--- src/rtl/mem_arbiter.sv ---
// Arbitrates I-miss, D-miss and D-store requests onto one fill engine and one memory port.
// Grants take one cycle from IDLE; a fill holds the port until its last response arrives.
module mem_arbiter #(
    parameter int BEATS  = 8,
    parameter int ADDR_W = 16
) (
    input  logic              clk,
    input  logic              rst_n,
    input  logic              icache_miss,
    input  logic [ADDR_W-1:0] icache_addr,
    input  logic              dcache_miss,
    input  logic [ADDR_W-1:0] dcache_addr,
    input  logic              dwrite_req,
    input  logic [ADDR_W-1:0] dwrite_addr,
    input  logic [ADDR_W-1:0] dwrite_data,
    input  logic [ADDR_W-1:0] fill_mem_addr,
    input  logic              fill_write_data,
    input  logic              fill_write_tag,
    input  logic              memory_data_valid,
    output logic              miss_detected,
    output logic [ADDR_W-1:0] miss_address,
    output logic              mem_enable,
    output logic              mem_wr,
    output logic [ADDR_W-1:0] mem_addr,
    output logic [ADDR_W-1:0] mem_data_in,
    output logic              icache_wr_data,
    output logic              icache_wr_tag,
    output logic              dcache_wr_data,
    output logic              dcache_wr_tag,
    output logic              ifill_done,
    output logic              dfill_done,
    output logic              dwrite_ack
);
    localparam int CW = $clog2(BEATS) + 1;

    typedef enum logic [2:0] {IDLE, START, FILL, RECOVER, WRITE} state_t;
    localparam logic [1:0] OWN_NONE = 2'd0;
    localparam logic [1:0] OWN_I    = 2'd1;
    localparam logic [1:0] OWN_D    = 2'd2;

    state_t            r_state;
    state_t            w_next;
    logic [1:0]        r_owner;
    logic [CW-1:0]     r_req_cnt;
    logic [CW-1:0]     r_rsp_cnt;
    logic [ADDR_W-1:0] r_miss_addr;

    logic [ADDR_W-1:0] w_blk_mask;
    logic              w_req_active;
    logic              w_last_rsp;

    assign w_blk_mask   = ~{{(ADDR_W-4){1'b0}}, 4'hF};
    assign w_req_active = (r_state == FILL) && (r_req_cnt < CW'(BEATS));
    assign w_last_rsp   = (r_state == FILL) && memory_data_valid && (r_rsp_cnt == CW'(BEATS - 1));

    always_ff @(posedge clk or negedge rst_n) begin
        if (!rst_n) r_state <= IDLE;
        else        r_state <= w_next;
    end

    // D-miss outranks the store so a store to a missing block waits behind its fill.
    always_comb begin
        w_next = r_state;
        case (r_state)
            IDLE: begin
                if (dcache_miss)      w_next = START;
                else if (dwrite_req)  w_next = WRITE;
                else if (icache_miss) w_next = START;
            end
            START:   w_next = FILL;
            FILL:    if (w_last_rsp) w_next = RECOVER;
            RECOVER: w_next = IDLE;
            WRITE:   w_next = IDLE;
            default: w_next = IDLE;
        endcase
    end

    always_ff @(posedge clk or negedge rst_n) begin
        if (!rst_n) begin
            r_owner     <= OWN_NONE;
            r_req_cnt   <= '0;
            r_rsp_cnt   <= '0;
            r_miss_addr <= '0;
        end else begin
            if (r_state == IDLE && w_next == START) begin
                r_req_cnt <= '0;
                r_rsp_cnt <= '0;
                if (dcache_miss) begin
                    r_owner     <= OWN_D;
                    r_miss_addr <= dcache_addr & w_blk_mask;
                end else begin
                    r_owner     <= OWN_I;
                    r_miss_addr <= icache_addr & w_blk_mask;
                end
            end
            if (w_req_active)                         r_req_cnt <= r_req_cnt + 1'b1;
            if (r_state == FILL && memory_data_valid) r_rsp_cnt <= r_rsp_cnt + 1'b1;
            if (r_state == RECOVER)                   r_owner   <= OWN_NONE;
        end
    end

    always_comb begin
        miss_detected  = 1'b0;
        miss_address   = '0;
        mem_enable     = 1'b0;
        mem_wr         = 1'b0;
        mem_addr       = '0;
        mem_data_in    = '0;
        icache_wr_data = 1'b0;
        icache_wr_tag  = 1'b0;
        dcache_wr_data = 1'b0;
        dcache_wr_tag  = 1'b0;
        ifill_done     = 1'b0;
        dfill_done     = 1'b0;
        dwrite_ack     = 1'b0;
        case (r_state)
            START: begin
                miss_detected = 1'b1;
                miss_address  = r_miss_addr;
            end
            FILL: begin
                miss_address = r_miss_addr;
                if (w_req_active) begin
                    mem_enable = 1'b1;
                    mem_addr   = fill_mem_addr;
                end
                if (r_owner == OWN_I) begin
                    icache_wr_data = fill_write_data;
                    icache_wr_tag  = fill_write_tag;
                    ifill_done     = w_last_rsp;
                end else if (r_owner == OWN_D) begin
                    dcache_wr_data = fill_write_data;
                    dcache_wr_tag  = fill_write_tag;
                    dfill_done     = w_last_rsp;
                end
            end
            RECOVER: miss_address = r_miss_addr;
            WRITE: begin
                mem_enable  = 1'b1;
                mem_wr      = 1'b1;
                mem_addr    = dwrite_addr;
                mem_data_in = dwrite_data;
                dwrite_ack  = 1'b1;
            end
            default: ;
        endcase
    end
endmodule

--- config.mk ---
export PLATFORM = sky130hd
export DESIGN_NAME = mem_arbiter
export DESIGN_NICKNAME = d
export VERILOG_FILES = /design/src/rtl/mem_arbiter.sv
export SDC_FILE = /design/constraint.sdc
export NUM_CORES = 1
export LEC_CHECK = 0
export CELL_PAD_IN_SITES_DETAIL_PLACEMENT = 1
export CELL_PAD_IN_SITES_GLOBAL_PLACEMENT = 2
export CORE_MARGIN = 8
export CORE_UTILIZATION = 17
export DETAILED_ROUTE_END_ITERATION = 10
export PLACE_DENSITY_LB_ADDON = 0.1
export SYNTH_ARGS = -nofsm -noshare
export SYNTH_HDL_FRONTEND = slang
export SYNTH_SLANG_ARGS = --single-unit
--- constraint.sdc ---
create_clock -name clk -period 2.25 [get_ports clk]
set_input_delay 0.3375 -clock clk [delete_from_list [all_inputs] [get_ports clk]]
set_output_delay 0.3375 -clock clk [all_outputs]
set_load 0.02 [all_outputs]
---- Word level (Yosys, flattened, before mapping) ----
Cells that the tools add are included.
word-level totals
  register bits after elaboration ......... 29
  input bits .............................. 88
  word-level logic and storage cells ...... 60
cells by class
  reduce and logical (&&, ||, !) cells .... 9
  equality and inequality tests ........... 8
  multiplexer cells ....................... 35
  add/sub/neg operators ................... 2
  magnitude comparators ................... 1
operators with widths
  kind                                                              number
  16-bit 2-to-1 mux                                                 4
  16-bit one-hot mux with 2 select lines                            1
  1-bit 2-to-1 mux                                                  18
  3-bit 2-to-1 mux                                                  4
  4-bit 2-to-1 mux                                                  3
  3-bit one-hot mux with 3 select lines                             1
  4-bit by 1-bit adder with 4-bit output (second input constant)    2
  3-bit by 1-bit == test with 1-bit output (second input constant)  2
  3-bit by 2-bit == test with 1-bit output (second input constant)  2
  2-bit 2-to-1 mux                                                  3
  2-bit nonzero test                                                3
  4-bit by 3-bit == test with 1-bit output (second input constant)  1
  1-bit logical AND                                                 4
  4-bit < comparator (second input constant)                        1
  3-bit == test (second input constant)                             1
  3-bit logical NOT                                                 1
  3-bit OR reduction                                                1
  2-bit by 1-bit == test with 1-bit output (second input constant)  1
  2-bit == test (second input constant)                             1
  1-bit one-hot mux with 2 select lines                             1

---- Longest topological paths before layout ----
Gate-level depths: netlist of the first run.
  word-level depth ........................ 9
  gate-level depth with buffers ........... 6

---- Worst setup path before layout of the first run ----
OpenSTA, ideal clock, no wires.
  path kind ............................... register to output
  from .................................... reg r_state[0]
  to ...................................... out mem_addr[0]
  setup slack ............................. 329 ps
  stages on the path, launching flop included .. 7
  data arrival time ....................... 1584 ps
  data required time ...................... 1913 ps
  cell sequence ........................... dfrtp_1 -> buf_6 -> nor2_1 -> and2_1 -> buf_2 -> buf_2 -> a22o_1
between the ends
  word-level cells in the longest chain between the ends .. 4
ends and longest elaborated chain
  what                                      line     source
  from (decl)                               41       state_t r_state;
  from (signal assigned)                    58       else r_state <= w_next;
  3-bit by 2-bit == test with 1-bit output  53, 116
  1-bit logical AND                         53       assign w_req_active = (r_state == FILL) && (r_req_cnt < CW'(BEATS));
  16-bit 2-to-1 mux                         123      if (w_req_active) begin
  16-bit one-hot mux with 2 select lines *  116      case (r_state)
  to (decl)                                 24       output logic [ADDR_W-1:0] mem_addr,
Every way passes the cells marked *; elsewhere a longest branch is shown, timed or not.

---- Final worst setup path of the first run ----
  from .................................... reg r_state[2]
  to ...................................... out miss_address[8]
between the ends
  word-level cells in the longest chain between the ends .. 3
ends and longest elaborated chain
  what                                                                                                         line  source
  3-bit by 2-bit == test with 1-bit output / 3-bit by 1-bit == test with 1-bit output (equally long branches)  116
  3-bit OR reduction (no source line) *                                                                        n/a
  16-bit 2-to-1 mux *                                                                                          116
  to (decl)                                                                                                    21    output logic [ADDR_W-1:0] miss_address,
Marks and branches as above.

==> results by group, run 1 <==
Power and ir drop
  • Maximum vdd drop: 0.3921 mV
  • Pwr Density: between 900 and 1000 nW/um2
  • Total leakage power: 1.712 nW

Routing
  • Final WL: ~7500 um
  • Drt pass-1 iters: 4
  • Via/cell ratio: 4.155
  • DRT antenna net count: 0
  • Post-DR wirelength/cell: roughly 17 um
  • DR iter-0 viols: 84
  • Vias after detailed routing: ~1800
  • # DRC: 0

Run status
  • Status: finished, final reports clean

GRT
  • Vias in the first global route: 1974
  • Total gr overflow: 0
  • First-pass GRT wire length: between 10000 and 15000 um
  • Largest net degree at the start of global routing: 26
  • GRT Overall Usage: 0.1006
  • Initial antenna violation count: 0

Floorplan
  • Core ar.: between 9000 and 10000 um2
  • Die width: roughly 120 um
  • Full die area: 13620 um2
  • Die Ht: 116.7 um
  • Num ports: ~150
  • Num rows: 36
  • Starting Density: 0.1756

Critical path
  • Critical-path maximum fanout: 10
  • Crit. End Element: output port
  • Worst endpoint required time: between 1.5 and 2 ns
  • Crit path kind: flop to output port
  • Largest stage delay, worst path: about 0.61 ns
  • Crit-path slowest cell: clkdlybuf4s50_1
  • CP arrival: 1.83 ns
  • Critical path's top delay family: buffers and inverters
  • WP buf/inv: 1
  • Startpoint Class: flop
  • Critical path cell sequence: nor2_2 > and2_1 > clkdlybuf4s50_1

Place
  • Port Buf Inserts: 133
  • Dpl hpwl: about 6000 um
  • Placement Cell Area: approximately 3300 um2
  • Cell Count Post-Placement: around 440
  • GP Congestion: between 0.6 and 0.7

Logic synthesis
  • Cell area after synthesis: around 1700 um2
  • Post-synth EDFFs: 0
  • Yosys reg bits: 25
  • Ys flop type: dfrtp_1
  • Synth Warn #: 0
  • Mean Syn Cell Area: ~10 um2
  • Seq/Total Area, Yosys: 0.3628
  • Count of cell types in the netlist: 33
  • Cells after Synth: roughly 170
  • Post-synthesis async set-or-reset flop share: 1.000

Clock tree
  • Maximum clock path buffer count: 2
  • H-tree levels: 1
  • Post-CTS setup buffers: 0
  • Clock slew at reported path FFs: 0.09 ns
  • TritonCTS Buffers: 3
  • Clk_lat worst skew: approximately 0.27 ns
  • CTS sink cnt: 25
  • Post-cts hold buffer count: 0
  • CTS tree: built
  • Root buf cell: clkbuf_8

STA
  • Number of setup violations in the final report: 0
  • Worst Skew: just over 0.004 ns
  • Fin crit share: 0.9648
  • Unrepaired setup endpoints after global routing: true
  • Tmin final: approximately 2.2 ns
  • F_max: roughly 0.46 GHz
  • Hold Violations, Final: 0
  • Slew Limit Fails: 0

Final layout
  • Final Util: 0.3360
  • Final non-filler cell area: between 3000 and 4000 um2
  • Share of layout cells above drive strength 1: 0.2122
  • Layout fillers: around 1200
  • Area Growth Syn to Fin: 91.36%
  • Most frequent cells in the layout: clkdlybuf4s50_1 (92), dfrtp_1 (24), and3_1 (20)
  • Nets: around 400
  • Most common cell after layout, fill and taps aside: clkdlybuf4s50_1
  • Layout Cells excl Fill: between 400 and 500
  • # diodes: 0

Flow run
  • Max Cap Violations: 0

Min path
  • Hold WC Path Type: input port to asynchronous set/reset pin
==> report_power, final <==
group / internal [mW] / switching [mW]
Sequential: 0.633 / 0.112
Clock: 0.127 / 0.150
Combinational: 1.03 / 1.06
Total: 1.79 / 1.32
==> path summary, 6_finish.rpt <==
path	start	to	slack (ns)	cells after the start
worst min-delay path	rst_n	r_miss_addr[12]	0.44	2
min in group clk	r_miss_addr[4]	r_miss_addr[4]	0.49	1
worst max register to register	r_state[2]	r_miss_addr[12]	0.27	5
worst min register to register	r_miss_addr[4]	r_miss_addr[4]	0.49	1
max in group asynchronous	rst_n	r_state[2]	1.53	2
worst max-delay path	r_state[2]	miss_address[8]	0.08	3
==> cell usage after synthesis, drive strengths merged, types with 3 or more instances <==
master	instances	area [um2]
dfrtp	25	625.6
mux2	24	270.3
and3	20	125.1
a22o	16	140.1
and2	13	81.33
buf	11	80.08
nand2	9	33.78
o21ai	8	40.03
clkbuf	6	22.52
nor2b	6	37.54
nand2b	5	31.28
a21oi	3	26.28
mux2i	3	30.03
nor3b	3	22.52
or3	3	18.77
==> timing repair <==
action,4_1_cts,5_1_grt
endpoints found under the setup margin,35,45
gates resized for setup,32,51
cloned,0,1
==> final cells by class <==
cell class / instances / area [um2] / share of cell area
clock buffer: 4 / 45.04 / 0.01365
inverter: 2 / 7.507 / 0.002275
multi-input combinational: 131 / 1027 / 0.3113
sequential: 25 / 626.9 / 0.1900
tap: 133 / 166.4 / 0.05044
timing repair buffer: 149 / 1426 / 0.4323
==> flip-flops by register name, indices dropped and copies added (netlist names) <==
| signal | cells |
|---|---|
| r_owner | 2 |
| r_rsp_cnt | 4 |
| r_miss_addr | 12 |
| r_state | 3 |
| r_req_cnt | 4 |
==> routing by layer <==
metal  share of wire  routed length, um  GRT usage  vias up
met5               0                  0          0        -
met4               0                  0   0.002560        0
met3           0.084                633    0.04137        0
met2            0.53               4005     0.1915       62
met1            0.38               2900     0.1060      897
li1                -                  -          -      886
==> per-stage QoR <==
| step | worst slack, ns | TNS (ns) | hold slack (ns) | power (mW) |
|---|---|---|---|---|
| floorplan | 0.3288 | 0 | 0.04191 | 1.888 |
| global placement | -0.1228 | -1.027 | 0.4600 | 2.924 |
| detailed placement | -0.1540 | -1.787 | 0.4703 | 2.949 |
| CTS | -0.1391 | -0.1391 | 0.4523 | 3.198 |
| global route | -0.04186 | -0.2164 | 0.4757 | 3.350 |
| finish | 0.07922 | 0 | 0.4401 | 3.109 |
==> kinds of logic (layout without fill, tap and decap cells) <==
kind of cell,after synthesis,after routing,synth area share
flops,25,25,0.3628
fa+ha+maj,2,2,0.01451
buf+inv,19,155,0.06386
other cells,1,4,0.002175
simple gates,70,71,0.2627
mux,27,27,0.1742
compound gates,27,27,0.1197
Power figures use the tool's default switching activity.
==> run 2, diff against run 1 <==
==> constraint.sdc (replaced) <==
create_clock -name clk -period 2.21 [get_ports clk]
set_input_delay 0.3315 -clock clk [delete_from_list [all_inputs] [get_ports clk]]
set_output_delay 0.3315 -clock clk [all_outputs]
set_load 0.02 [all_outputs]
==> run 2 against run 1 <==
  * Core utilization fell by 0.18 points
  * Clock skew barely moved
  * Worst hold slack got worse by 0.015 ns
  * Sequential cell count did not move
  * Via count fell by 0.54%
  * Sequential share of layout area rose by 0.10 points
  * Power rose by 1.7%
  * First-iteration DRC count fell by 64%
  * Critical path type unchanged
==> results by group, run 2 (synthesis gave the netlist of run 1 again) <==
STA
  • F_max: 0.4712 GHz
  • Slew Limit Fails: 0 (unchanged)
  • Hold Violations, Final: 0 (unchanged)
  • Fin crit share: 0.9603
  • Final worst slack: 0.08780 ns (+0.008581 ns)
  • TNS Setup: 0 ns (unchanged)
  • Worst Skew: 0.003881 ns (-0.0002217 ns)
  • Number of setup violations in the final report: 0 (unchanged)
  • Tmin final: roughly 2.1 ns
  • Unrepaired setup endpoints after global routing: false

Floorplan
  • Die width: 116.7 um (unchanged)
  • Num ports: 146 (unchanged)
  • Num rows: 36 (unchanged)
  • Core ar.: 9819 um2 (unchanged)
  • Starting Density: 0.1756 (unchanged)
  • Die Ht: 116.7 um (unchanged)
  • Full die area: 13620 um2 (unchanged)

Place
  • Cell Count Post-Placement: 439 (unchanged)
  • GP Congestion: 0.6974 (+1.4%)
  • Dpl hpwl: 6013 um (-0.27%)
  • Pre-CTS WS: -0.1539 ns (+0.00007000 ns)
  • Placement Cell Area: 3288 um2 (unchanged)
  • Port Buf Inserts: 133 (unchanged)

Routing
  • Top Metal Used: met3
  • Met3 WL post-DR: 619 um (-2.2%)
  • Post-DR wirelength/cell: 16.29 um (-4.1%)
  • Routed wl met2: 3944 um (-1.5%)
  • # DRC: 0 (unchanged)
  • Met1 WL: 2668 um (-8.0%)
  • DRT antenna net count: 0 (unchanged)
  • Vias after detailed routing: 1835 (-0.54%)
  • DR iter-0 viols: 30 (-64%)
  • Via/cell ratio: 4.133 (-0.54%)
  • Drt pass-1 iters: 3 (-1)
  • Final WL: 7232 um (-4.1%)

Final layout
  • Final Util: 0.3342 (-0.001784)
  • Most common cell after layout, fill and taps aside: clkdlybuf4s50_1
  • Biggest register: r_miss_addr
  • Area Growth Syn to Fin: 90.35%
  • Share of layout cells above drive strength 1: 0.2186 (+0.006431)
  • Number of flip-flops in the largest register: 12 (unchanged)
  • # diodes: 0 (unchanged)
  • Most frequent cells in the layout: clkdlybuf4s50_1 (85), dfrtp_1 (24), dlygate4sd2_1 (21)
  • Layout Cells excl Fill: 444 (unchanged)
  • Nets: 402 (unchanged)
  • Final non-filler cell area: 3282 um2 (-0.53%)
  • Top Registers: r_miss_addr: 12 flops, r_req_cnt: 4 flops, r_rsp_cnt: 4 flops

Critical path
  • Worst endpoint required time: 1.88 ns (-0.03 ns)
  • Crit. End Element: output port
  • Crit Reg-Reg Startpoint: r_state[2]
  • Crit path kind: flop to output port
  • Largest stage delay, worst path: 0.61 ns (about the same)
  • Reg2Reg Setup Slack: 0.25 ns (-0.02 ns)
  • Startpoint Class: flop
  • Critical path cell sequence: nor2_4 > buf_12 > and2_1 > clkdlybuf4s50_1
  • Crit-path slowest cell: clkdlybuf4s50_1
  • R2r worst-path depth: 5 (unchanged)
  • Critical-path maximum fanout: 12 (+2)
  • Worst flop-to-flop path endpoint: r_miss_addr[9]
  • CP arrival: 1.79 ns (-0.04 ns)
  • Worst Setup SP: r_state[2]

Clock tree
  • Maximum clock path buffer count: 2 (unchanged)
  • Clock slew at reported path FFs: 0.10 ns (about the same)
  • Clk_lat worst skew: 0.27 ns (about the same)
  • CTS sink cnt: 25 (unchanged)
  • Root buf cell: clkbuf_8
  • TritonCTS Buffers: 3 (unchanged)
  • H-tree levels: 1 (unchanged)
  • CTS tree: built

GRT
  • Initial antenna violation count: 0 (unchanged)
  • First-pass GRT wire length: 10890 um (+0.45%)
  • Total gr overflow: 0 (unchanged)
  • Vias in the first global route: 2033 (+3.0%)
  • GRT Overall Usage: 0.1001 (-0.0004538)
  • Largest net degree at the start of global routing: 26 (unchanged)

Power and ir drop
  • Total leakage power: 1.631 nW (-4.7%)
  • Maximum vdd drop: 0.3957 mV (+0.92%)
  • Pwr Density: 963.9 nW/um2 (+2.3%)

Run status
  • Status: finished, final reports clean

Min path
  • Hold WC Path Type: input port to asynchronous set/reset pin

Flow run
  • Max Cap Violations: 0 (unchanged)
-- run 2: cell count changes in the layout (fill, tap and decap cells not counted), sizes merged --
| cell | change |
|---|---|
| buf | +1 |
| clkbuf | -1 |
| clkdlybuf4s15 | +1 |
| clkdlybuf4s50 | -7 |
| clkinv | +1 |
| dlygate4sd2 | +13 |
| dlymetal6s2s | -7 |
| nor2 | -1 |
-- run 2: worst max-delay path, delay by kind of cell, from the launching register on --
family                 cells  cell delay, ns
and+or+nand+nor            2            0.27
DFF                        1            0.50
buffers and inverters      2            0.74
-- run 2: layer usage --
| metal | vias up | global-route usage |
|---|---|---|
| li1 | 882 | - |
| met5 | - | 0 |
| met4 | 0 | 0.002560 |
| met2 | 63 | 0.1976 |
| met3 | 0 | 0.03878 |
| met1 | 890 | 0.1014 |
-- run 2: how the worst max path moves through the flow --
stage	cells past startpoint	slack, ns	to
after floorplan	6	0.29	mem_addr[0]
after global placement	5	-0.16	dfill_done
after CTS	5	-0.006	mem_addr[8]
final	4	0.09	miss_address[8]
after detailed placement	5	-0.15	dfill_done
after global routing	4	0.002	miss_address[8]
-- run 2: per-stage QoR --
stage / hold WS [ns] / total power [mW]
after floorplan: 0.03591 / 1.922
after global placement: 0.4603 / 2.977
after detailed placement: 0.4703 / 2.994
after CTS: 0.4318 / 3.304
after global routing: 0.4562 / 3.406
final: 0.4256 / 3.163
-- run 2: layout make-up --
type                    count  area, um2
flip-flops and latches     25      626.9
well taps                 133      166.4
inverters                   2      7.507
repair buffers            150       1414
clock inverters             1      5.005
multi-input cells         130       1021
clock buffers               3      41.29
fillers                  1174       6538
-- run 2: what timing repair did --
| action | in CTS | in global routing |
|---|---|---|
| resized for setup | 62 | 30 |
| buffers inserted | 1 | 0 |
| hold buffers | 0 | 0 |
| setup endpoints to repair | 50 | 26 |
| cloned | 0 | 0 |
-- run 2: where the power goes --
group          internal [mW]  total (mW)  switching (mW)
clock network          0.126       0.285           0.159
registers              0.644       0.758           0.113
logic                   1.06        2.12            1.06
total                   1.83        3.16            1.33
==> run 3, diff against run 2 <==
--- a/config.mk
+++ b/config.mk
@@ -8,7 +8,7 @@
 export CELL_PAD_IN_SITES_DETAIL_PLACEMENT = 1
 export CELL_PAD_IN_SITES_GLOBAL_PLACEMENT = 2
 export CORE_MARGIN = 8
-export CORE_UTILIZATION = 17
+export CORE_UTILIZATION = 15
 export DETAILED_ROUTE_END_ITERATION = 10
 export PLACE_DENSITY_LB_ADDON = 0.1
 export SYNTH_ARGS = -nofsm -noshare
==> constraint.sdc (replaced) <==
create_clock -name clk -period 1.9 [get_ports clk]
set_input_delay 0.285 -clock clk [delete_from_list [all_inputs] [get_ports clk]]
set_output_delay 0.285 -clock clk [all_outputs]
set_load 0.02 [all_outputs]
==> run 3 against run 2 <==
  * Die area increased by 11%
  * Clock power rose by 70%
  * Via count rose by 5.0%
  * Highest routed layer unchanged
  * Cell count grew 7.9%
  * Largest cell class unchanged
  * The run now ends with negative setup slack left
  * Clock skew increased by 0.0023 ns
  * Count of clock-buffer cells in the layout rose by 1
  * Sequential cell count did not move
  * Cell area increased by 9.5%
==> results by group, run 3 (synthesis gave the netlist of run 1 again) <==
Critical path
  • Crit path kind: flop to flop
  • Crit. End Element: flop
  • Startpoint Class: flop
  • CP dominant cell by count: buf_6
  • Worst endpoint required time: 2.04 ns (+0.16 ns)
  • Crit-path slowest cell: dfrtp_2
  • Critical-path maximum fanout: 6 (-6)
  • Critical path cell sequence: buf_6 > buf_6 > or3_4 > a21oi_4 > clkbuf_16 > mux2_4
  • Largest stage delay, worst path: 0.47 ns (-0.14 ns)
  • CP arrival: 2.11 ns (+0.32 ns)
  • Reg2Reg Setup Slack: -0.06 ns (-0.31 ns)

STA
  • Slew Limit Fails: 0 (unchanged)
  • Fin crit share: 1.034
  • F_max: slightly above 0.5 GHz
  • Worst Skew: 0.006200 ns (+0.002319 ns)
  • TNS Setup: -0.7664 ns (-0.7664 ns)
  • Hold Violations, Final: 0 (unchanged)
  • Tmin final: between 1.5 and 2 ns
  • Number of setup violations in the final report: 17 (+17)
  • Unrepaired setup endpoints after global routing: true
  • Final worst slack: -0.06443 ns (-0.1522 ns)

Power and ir drop
  • Pwr Density: 1250 nW/um2 (+30%)
  • Sequential power share: 0.202 (-0.038)
  • Logic pwr share: 0.690 (+0.020)
  • Internal: 2.759 mW (+50%)
  • Sw Pwr: 1.733 mW (+30%)
  • Maximum vdd drop: 0.4307 mV (+8.8%)
  • Clock power share: 0.108 (+0.018)
  • Final Power: 4.493 mW (+42%)
  • Sw Ratio: 0.3858 (-0.03433)
  • Total leakage power: 1.688 nW (+3.5%)

Routing
  • Drt pass-1 iters: 4 (+1)
  • Vias after detailed routing: 1926 (+5.0%)
  • Post-DR wirelength/cell: 16.40 um (+0.68%)
  • DR iter-0 viols: 35 (+17%)
  • # DRC: 0 (unchanged)
  • Final WL: 7855 um (+8.6%)
  • DRT antenna net count: 0 (unchanged)
  • Via/cell ratio: 4.021 (-2.7%)

Final layout
  • Layout fillers: 1288 (+9.7%)
  • Share of layout cells above drive strength 1: 0.3988 (+0.1802)
  • Nets: 427 (+6.2%)
  • Area Growth Syn to Fin: 108.5%
  • # diodes: 0 (unchanged)
  • Top Registers: r_miss_addr: 12 flops, r_req_cnt: 4 flops, r_rsp_cnt: 4 flops
  • Number of flip-flops in the largest register: 12 (unchanged)
  • Most frequent cells in the layout: clkdlybuf4s50_1 (79), buf_6 (29), buf_4 (25)
  • Most common cell after layout, fill and taps aside: clkdlybuf4s50_1
  • Biggest register: r_miss_addr

GRT
  • GRT Overall Usage: 0.09545 (-0.004688)
  • Largest net degree at the start of global routing: 26 (unchanged)
  • Vias in the first global route: 2051 (+0.89%)
  • First-pass GRT wire length: 11440 um (+5.1%)
  • Initial antenna violation count: 0 (unchanged)
  • Total gr overflow: 0 (unchanged)

Floorplan
  • Core ar.: 11320 um2 (+15%)
  • Die Ht: 123.2 um (+5.6%)
  • Starting Density: 0.1523 (-0.02329)
  • Die width: 123.2 um (+5.6%)
  • Full die area: 15180 um2 (+11%)
  • Num rows: 39 (+8.3%)
  • Num ports: 146 (unchanged)

Place
  • GP Congestion: 0.6911 (-0.90%)
  • Dpl hpwl: 6219 um (+3.4%)
  • Port Buf Inserts: 133 (unchanged)

Clock tree
  • CTS sink cnt: 25 (unchanged)
  • Clk_lat worst skew: 0.26 ns (about the same)
  • CTS tree: built
  • Post-cts hold buffer count: 0 (unchanged)
  • Root buf cell: clkbuf_16
  • Clock slew at reported path FFs: 0.07 ns (-0.03 ns)
  • H-tree levels: 1 (unchanged)
  • TritonCTS Buffers: 3 (unchanged)
  • Maximum clock path buffer count: 2 (unchanged)

Run status
  • Status: complete, but fails checks
  • Failing checks: negative setup slack

Flow run
  • Max Cap Violations: 0 (unchanged)

Min path
  • Hold WC Path Type: input port to asynchronous set/reset pin
-- run 3: power by group through the flow --
stage	Combinational (mW)	Clock (mW)	Sequential, mW
detailed placement	2.64	0	0.906
global placement	2.62	0	0.899
global route	3.35	0.524	0.946
CTS	2.76	0.505	0.894
floorplan	1.38	0	0.854
finish	3.10	0.484	0.909
-- run 3: what timing repair did --
action                                  CTS  global route
pin swaps                                 1             9
setup buffers                            13             4
endpoints found under the setup margin   53            47
gates resized for setup                 178            83
gates cloned                              1             2
-- run 3: critical path: cells and delay by family, from the launching register on --
| family | cells | cell delay, ns |
|---|---|---|
| DFF | 1 | 0.47 |
| AOI/OAI and AO/OA | 1 | 0.22 |
| muxes | 1 | 0.29 |
| buffers and inverters | 3 | 0.46 |
| and+or+nand+nor | 1 | 0.40 |
-- run 3: metal layers --
layer | vias to the layer above | track usage | share of wire
li1 | 938 | - | -
met1 | 931 | 0.1029 | 0.38
met2 | 57 | 0.1811 | 0.55
met3 | 0 | 0.03288 | 0.073
met4 | 0 | 0.009029 | 0
met5 | - | 0 | 0
-- run 3: path summary, 6_finish.rpt --
| check | to | startpoint | cells past startpoint |
|---|---|---|---|
| max | r_miss_addr[13] | r_state[0] | 6 |
| min | r_miss_addr[6] | rst_n | 2 |
| max reg2reg | r_miss_addr[13] | r_state[0] | 6 |
| min reg2reg | r_miss_addr[9] | r_miss_addr[9] | 1 |
| max in group asynchronous | r_state[2] | rst_n | 2 |
| min in group clk | r_miss_addr[9] | r_miss_addr[9] | 1 |
-- run 3: area by class of cell --
cell class / count / area (um2) / share of cell area
clock buffer: 4 / 78.83 / 0.02193
inverter: 2 / 7.507 / 0.002088
timing repair buffer: 175 / 1624 / 0.4518
sequential: 25 / 629.4 / 0.1751
tap: 143 / 178.9 / 0.04977
multi-input combinational: 130 / 1076 / 0.2993
-- run 3: stage by stage --
| step | cell area [um2] | hold slack [ns] | utilization | setup slack, ns | std cells |
|---|---|---|---|---|---|
| floorplan | 1735 | -0.01059 | - | 0.03135 | 174 |
| global route | 3595 | 0.4438 | 0.3175 | -0.1441 | 479 |
| finish | 3595 | 0.4140 | 0.3175 | -0.06443 | 479 |
| detailed placement | 3351 | 0.4676 | 0.2960 | -0.3719 | 456 |
| CTS | 3490 | 0.4261 | 0.3082 | -0.1320 | 474 |
| global placement | 3351 | 0.4586 | 0.2960 | -0.3542 | 456 |
